### src/rtl/bram_port_requester.sv
// bram_port_requester
//   Single-outstanding bus master for one BRAM port. Accepts one core request
//   on a valid/ready channel, drives a one-cycle strobe to the RAM, reissues
//   the access when the RAM answers retry, bounds the wait for ack/retry with
//   a timeout, and returns exactly one response per accepted request.
//
// Handshake rule (both channels): a transfer happens on a rising clock edge
//   where valid and ready are both high. rsp_valid, rsp_data and rsp_error
//   are held stable until that transfer; req_ready is high only in IDLE.
//
// Ports
//   clock, reset              clock (rising edge), synchronous active-low reset
//   req_valid/req_ready       core request handshake
//   req_addr/req_data         word address and write data
//   req_select/req_write      byte-lane enables, 1 = write
//   rsp_valid/rsp_ready       response handshake
//   rsp_data/rsp_error        read data, 1 = retries exhausted or timeout
//   mem_addr/mem_in           RAM address and write data
//   mem_select/mem_write      RAM byte enables and write flag
//   mem_strobe                RAM access strobe, one-cycle pulses
//   mem_ack/mem_retry         RAM completion / busy-retry
//   mem_out                   RAM read data, valid with mem_ack
//   dbg_state                 current FSM state (IDLE=0 ISSUE=1 WAIT=2 RESP=3)
module bram_port_requester #(
  parameter int unsigned ADDR_BITS      = 10,
  parameter int unsigned BYTE_BITS      = 8,
  parameter int unsigned BYTES_PER_WORD = 4,
  parameter int unsigned MAX_RETRIES    = 3,
  parameter int unsigned TIMEOUT        = 15,
  localparam int unsigned WORD_BITS     = BYTE_BITS * BYTES_PER_WORD
) (
  input  logic                      clock,
  input  logic                      reset,
  input  logic                      req_valid,
  output logic                      req_ready,
  input  logic [ADDR_BITS-1:0]      req_addr,
  input  logic [WORD_BITS-1:0]      req_data,
  input  logic [BYTES_PER_WORD-1:0] req_select,
  input  logic                      req_write,
  output logic                      rsp_valid,
  input  logic                      rsp_ready,
  output logic [WORD_BITS-1:0]      rsp_data,
  output logic                      rsp_error,
  output logic [ADDR_BITS-1:0]      mem_addr,
  output logic [WORD_BITS-1:0]      mem_in,
  output logic [BYTES_PER_WORD-1:0] mem_select,
  output logic                      mem_write,
  output logic                      mem_strobe,
  input  logic                      mem_ack,
  input  logic                      mem_retry,
  input  logic [WORD_BITS-1:0]      mem_out,
  output logic [1:0]                dbg_state
);

  typedef enum logic [1:0] {
    IDLE  = 2'd0,
    ISSUE = 2'd1,
    WAIT  = 2'd2,
    RESP  = 2'd3
  } state_t;

  localparam logic [7:0] RETRY_LIMIT = 8'(MAX_RETRIES);
  localparam logic [7:0] WAIT_LAST   = 8'(TIMEOUT - 1);

  state_t                    state, state_next;
  logic [7:0]                retry_cnt, retry_cnt_next;
  logic [7:0]                wait_cnt, wait_cnt_next;
  logic [ADDR_BITS-1:0]      addr_q, addr_next;
  logic [WORD_BITS-1:0]      data_q, data_next;
  logic [BYTES_PER_WORD-1:0] select_q, select_next;
  logic                      write_q, write_next;
  logic [WORD_BITS-1:0]      rdata_q, rdata_next;
  logic                      error_q, error_next;

  always_ff @(posedge clock) begin
    if (!reset) begin
      state     <= IDLE;
      retry_cnt <= '0;
      wait_cnt  <= '0;
      addr_q    <= '0;
      data_q    <= '0;
      select_q  <= '0;
      write_q   <= 1'b0;
      rdata_q   <= '0;
      error_q   <= 1'b0;
    end else begin
      state     <= state_next;
      retry_cnt <= retry_cnt_next;
      wait_cnt  <= wait_cnt_next;
      addr_q    <= addr_next;
      data_q    <= data_next;
      select_q  <= select_next;
      write_q   <= write_next;
      rdata_q   <= rdata_next;
      error_q   <= error_next;
    end
  end

  always_comb begin
    state_next     = state;
    retry_cnt_next = retry_cnt;
    wait_cnt_next  = wait_cnt;
    addr_next      = addr_q;
    data_next      = data_q;
    select_next    = select_q;
    write_next     = write_q;
    rdata_next     = rdata_q;
    error_next     = error_q;
    case (state)
      IDLE: begin
        if (req_valid) begin
          addr_next      = req_addr;
          data_next      = req_data;
          select_next    = req_select;
          write_next     = req_write;
          retry_cnt_next = '0;
          state_next     = ISSUE;
        end
      end
      ISSUE: begin
        wait_cnt_next = '0;
        state_next    = WAIT;
      end
      WAIT: begin
        // ack outranks retry when both arrive in the same cycle.
        if (mem_ack) begin
          rdata_next = mem_out;
          error_next = 1'b0;
          state_next = RESP;
        end else if (mem_retry) begin
          if (retry_cnt == RETRY_LIMIT) begin
            rdata_next = '0;
            error_next = 1'b1;
            state_next = RESP;
          end else begin
            retry_cnt_next = retry_cnt + 8'd1;
            state_next     = ISSUE;
          end
        end else if (wait_cnt == WAIT_LAST) begin
          rdata_next = '0;
          error_next = 1'b1;
          state_next = RESP;
        end else begin
          wait_cnt_next = wait_cnt + 8'd1;
        end
      end
      RESP: begin
        if (rsp_ready) state_next = IDLE;
      end
      default: state_next = IDLE;
    endcase
  end

  // Handshake and strobe outputs decode straight from state, so ack/retry
  // seen outside WAIT can never reach the response path.
  assign req_ready  = (state == IDLE);
  assign rsp_valid  = (state == RESP);
  assign mem_strobe = (state == ISSUE);
  assign rsp_data   = rdata_q;
  assign rsp_error  = error_q;
  assign mem_addr   = addr_q;
  assign mem_in     = data_q;
  assign mem_select = select_q;
  assign mem_write  = write_q;
  assign dbg_state  = state;

endmodule
### config.mk
export PLATFORM = sky130hd
export DESIGN_NAME = bram_port_requester
export DESIGN_NICKNAME = d
export VERILOG_FILES = /design/src/rtl/bram_port_requester.sv
export SDC_FILE = /design/constraint.sdc
export NUM_CORES = 1
export LEC_CHECK = 0
export BUFFER_PORTS_ARGS = -buffer_cell sky130_fd_sc_hd__clkbuf_2
export CAP_MARGIN = 30
export CORE_UTILIZATION = 40
export CTS_CLUSTER_DIAMETER = 100
export DETAILED_ROUTE_END_ITERATION = 10
export PLACE_DENSITY = 0.67
export SLEW_MARGIN = 20
export SYNTH_ARGS = -nofsm -noshare
export SYNTH_HDL_FRONTEND = slang
export SYNTH_SLANG_ARGS = --single-unit
### constraint.sdc
create_clock -name clock -period 2.25 [get_ports clock]
set_input_delay 0.225 -clock clock [delete_from_list [all_inputs] [get_ports clock]]
set_output_delay 0.225 -clock clock [all_outputs]
set_load 0.01 [all_outputs]
After elaboration in Yosys (flattened, before gate mapping)

Index checks and enable logic that the tools add are counted.

Word-level logic and storage cells: 58
Register bits after elaboration: 98
Bits of input ports: 85
Output and inout bits: 85

Reduce and logical (&&, ||, !) cells: 9
Add/subtract/negate cells: 2
Muxes and demuxes: 24
Equality and inequality tests: 14

Operators by type and width:

| operator            | number |
|---|---|
| $mux 32             | 4 |
| $mux 8              | 7 |
| $pmux 8 s2          | 2 |
| $add 8x1->8 const B | 2 |
| $mux 2              | 6 |
| $ne 2x2->1 const B  | 6 |
| $eq 8x2->1 const B  | 1 |
| $eq 8x4->1 const B  | 1 |
| $pmux 2 s4          | 1 |
| $reduce_and 3->1    | 2 |
| $reduce_and 5->1    | 1 |
| $eq 2x2->1 const B  | 2 |
| $mux 1              | 4 |
| $ne 4x4->1 const B  | 1 |
| $reduce_and 4->1    | 1 |
| $reduce_bool 2->1   | 2 |
| $ne 3x2->1 const B  | 1 |
| $reduce_bool 3->1   | 1 |
| $eq 2x1->1 const B  | 1 |
| $logic_not 2->1     | 1 |
| $ne 2x1->1 const B  | 1 |
| $reduce_and 2->1    | 1 |

Depth between registers and ports, before layout

Depth after elaboration: 5
Depth in mapped cells: 7
Depth with buffers taken out: 6

Worst setup path after synthesis

Ideal clock, no wire load.

Kind: register to register
From: register retry_cnt[0]
To: register state[1], in the netlist dbg_state[1]
Clock period less this slack: 1560 ps
Arrival time: 1445 ps
Data required time: 2135 ps
Path slack: 690 ps
Path buffers: 2
Stages on the path, launching flop included: 8
Setup time: 115 ps
Cells stage by stage: dfxtp_1 > ha_1 > nor4b_4 > a21o_1 > and2_4 > buf_8 > buf_12 > o21a_1

Word-level cells in the longest chain between the ends: 5

RTL lines:

| item                   | line | RTL |
|---|---|---|
| from (decl)            | 66   | `logic [7:0] retry_cnt, retry_cnt_next;` |
| from (signal assigned) | 88   | `retry_cnt <= retry_cnt_next;` |
| $eq 8x2->1             | 131  | `if (retry_cnt == RETRY_LIMIT) begin` |
| $mux 2                 | 131  |  |
| $mux 2                 | 130  | `end else if (mem_retry) begin` |
| $mux 2                 | 126  | `if (mem_ack) begin` |
| $pmux 2 s4             | 109  | `case (state)` |
| to (signal assigned)   | 87   | `state <= state_next;` |
| to (decl)              | 65   | `state_t state, state_next;` |

No other way between the ends.
A chain may end at the register's enable or synchronous reset.

Worst setup path in the final report

From: register retry_cnt[0]
To: register rdata_q[14], in the netlist rsp_data[14]

Word-level cells in the longest chain between the ends: 3

RTL lines:

| item                       | line | RTL |
|---|---|---|
| $eq 8x2->1                 | 131  |  |
| $ne 3x2->1 (no line)       | --   |  |
| $reduce_and 3->1 (no line) | --   |  |
| to (signal assigned)       | 94   | `rdata_q <= rdata_next;` |
| to (decl)                  | 72   | `logic [WORD_BITS-1:0] rdata_q, rdata_next;` |

No other way between the ends.

==> impl_results.md <==
- Level count of the clock H-tree: 3
- Clock Tree Buf Depth: 2
- Clk_skew: 9.02 ps
- VDD IR max: 0.000319 V
- Synthesized Nets: 563
- Mapped Area: 4240 sq um
- Layout cells sized above 1: 37.0%
- IO Pins: 170
- M3 GR Usage: 4.37%
- RSZ-0062 raised after global routing: no
- DIE AREA: 11000 sq um
- Area growth, synth to finish: 25.7%
- Largest net degree at the start of global routing: 66
- Minimum clock period: 1940 ps
- Post-CTS setup buffers: 0
- Skew-Pair Late Insertion Delay: 350 ps
- M1 GR Usage: 21.2%
- Clock slew at reported path FFs: 100 ps
- Avg Cell Area, Syn: 8.93 sq um
- Post-DR wirelength/cell: 13.1 um
- Met2 Use GR: 31.6%
- DR iter-0 viols: 196
- Die H: 105 um
- Crit-path leading delay family: simple AND/OR/NAND/NOR gates
- Final net count: 712
- Number of global-route vias before repair: 3603
- GRT overflow: 0
- Core area: 10300 sq um
- P per Cell Area: 713 nW/um^2
- First-pass GRT wire length: 16.3 mm
- Slew HR: 59.5%
- Die X: 105 um
- Critical path buffers and inverters: 0
- Critical Path, Cell by Cell: ha_1, nor4b_4, a21o_1, and2_4, a311oi_2
- Critical Path AT: 2150 ps
- # port buffers: 169
- CP peak stage delay: 490 ps
- Crit Path Class: reg -> reg
- Antenna fix cells: 0
- Post-Syn Instances: 475
- Standard-cell rows: 37
- # clock sinks: 98
- # resized after CTS: 0
- Top_reg_cell synth: dfxtp_1
- Post-detailed-route count of antenna-violating nets: 0
- Leak Pwr: 2.18 nW
- Post-cts hold buffer count: 0
- Worst-margin pin slew: 607 ps
- Num CTS Buffers: 9
- Worst setup SP type: register
- Total GRT Usage: 18.0%
- Tot Pwr: 3.80 mW
- Most common cell after layout, fill and taps aside: clkbuf_2
- Drt first pass iters: 4
- Commonest non-fill, non-tap cells in the layout: clkbuf_2, nand2_1, dfxtp_1, a21oi_1, a311oi_2
- Post-synth EDFFs: 0
- Setup TNS: 0 ps
- CTS tree: yes
- Status: completed
- Worst hold path type: in -> reg
- Crit-path slowest cell: and2_4
- Flops & latches, synth: 98
- Synth Warn #: 0
- Via Count: 3863
- Antenna violations before repair: 0
- Placed instance area: 5130 sq um
- HPWL Detailed: 6.98 mm
- Clk Tree Root Cell: clkbuf_8
- Critical Path RT: 2460 ps
- Vias/cell: 5.05
- Final hold viol count: 0
- Fin crit share: 86.4%
- FMAX: 514 MHz
- Synth async-reset ratio: 0%
- Final wirelength: 10.0 mm
- Netlist cell types: 48
- Final Cell Area: 5330 sq um
- Crit. End Element: register
- Max-slew violation count: 0
- Initial core utilization: 41.1%
- Max FO, Critical Path: 33
- Global route hottest layer: met2
- Drt drc: 0
- Count of final setup violators: 0
- Sequential share of the synthesized area: 46.2%
- Max Cap Viol: 0
- RePlAce Congestion: 0.739
==> per-layer routing <==
layer | wire length (um) | part of all wire [%]
met2 | 4750 | 47
met3 | 669 | 6.7
met4 | 86 | 0.86
met1 | 4490 | 45
met5 | 0 | 0
==> tightest hold or removal path, cell delays in order <==
cell and delay (ps):
clkbuf_2 80, nand2_1 40, a21oi_1 50
==> registers in the layout (all words and copies together) (netlist names), 2 cells and up <==
| register | cells |
|---|---|
| mem_in | 32 |
| rsp_data | 32 |
| mem_addr | 10 |
| retry_cnt | 8 |
| wait_cnt | 8 |
| mem_select | 4 |
| dbg_state | 2 |
==> logic make-up (layout without fill, tap and decap cells) <==
logic type	count (synthesis)	in the layout	share of synthesized area [%]
adder cells (fa/ha/maj)	3	3	0.885
AO/OA/AOI/OAI	145	145	25.8
AND/OR/NAND/NOR	180	180	19.3
buffers and inverters	42	196	6.28
XOR/XNOR	5	5	1.03
multiplexers	2	2	0.472
flip-flops	98	98	46.2
==> stage by stage <==
stage          hold WS [ps]  utilization [%]  cells  setup slack, ps
2_1_floorplan           361                -    475              690
3_3_place_gp            441             49.7    749              274
3_5_place_dp            446             49.7    749              227
4_1_cts                55.2             51.6    765              195
5_1_grt                67.1             51.7    765              162
6_report               79.8             51.7    765              306
==> final timing paths <==
kind                     start      endpoint  slack, ps  depth (start not counted)
setup / recovery  retry_cnt[0]  rsp_data[14]        310                          5
hold / removal    req_data[20]    mem_in[20]         80                          3
setup reg to reg  retry_cnt[0]  rsp_data[14]        310                          5
hold reg to reg     mem_in[23]    mem_in[23]        460                          2
==> cell usage after synthesis, types with 2 or more instances <==
cell       count  share of area [%]
o21a_1         3               0.53
nor3_1         3               0.35
o211ai_1       2               0.35
xor2_1         5                1.0
buf_12         3                1.4
buf_2         18                2.1
buf_6          3               0.80
a311oi_1       3               0.62
and2_1         3               0.44
o21ai_0        4               0.47
o2111ai_1      3               0.62
clkbuf_1      12                1.1
o31ai_1        2               0.35
a311oi_2      29                 10
ha_1           3               0.88
o21bai_1       3               0.53
nand2b_1       5               0.74
nand4_1        4               0.59
nand3_1        8               0.94
dfxtp_1       98                 46
or4_1          2               0.35
inv_1          3               0.27
and3_1         3               0.44
nor2_1        10               0.88
a21oi_1       87                 10
mux2i_1        2               0.47
nor4b_4        2                1.1
nand2_1      132                 12
==> where the power goes <==
part           internal [mW]  switching (mW)  leakage (nW)
Sequential              1.85          0.0570         0.799
Clock                  0.524           0.631        0.0966
Combinational          0.290           0.453          1.29
==> area by class of cell <==
type / count / area [sq um]
Timing Repair Buffer: 176 / 948
Clock inverter: 7 / 76.3
Sequential cell: 98 / 1960
Tap cell: 136 / 170
Fill cell: 962 / 4990
Clock buffer: 9 / 124
Inverter: 4 / 16.3
Multi-Input combinational cell: 335 / 2040
Note: power is estimated with default switching activity, not from simulation.
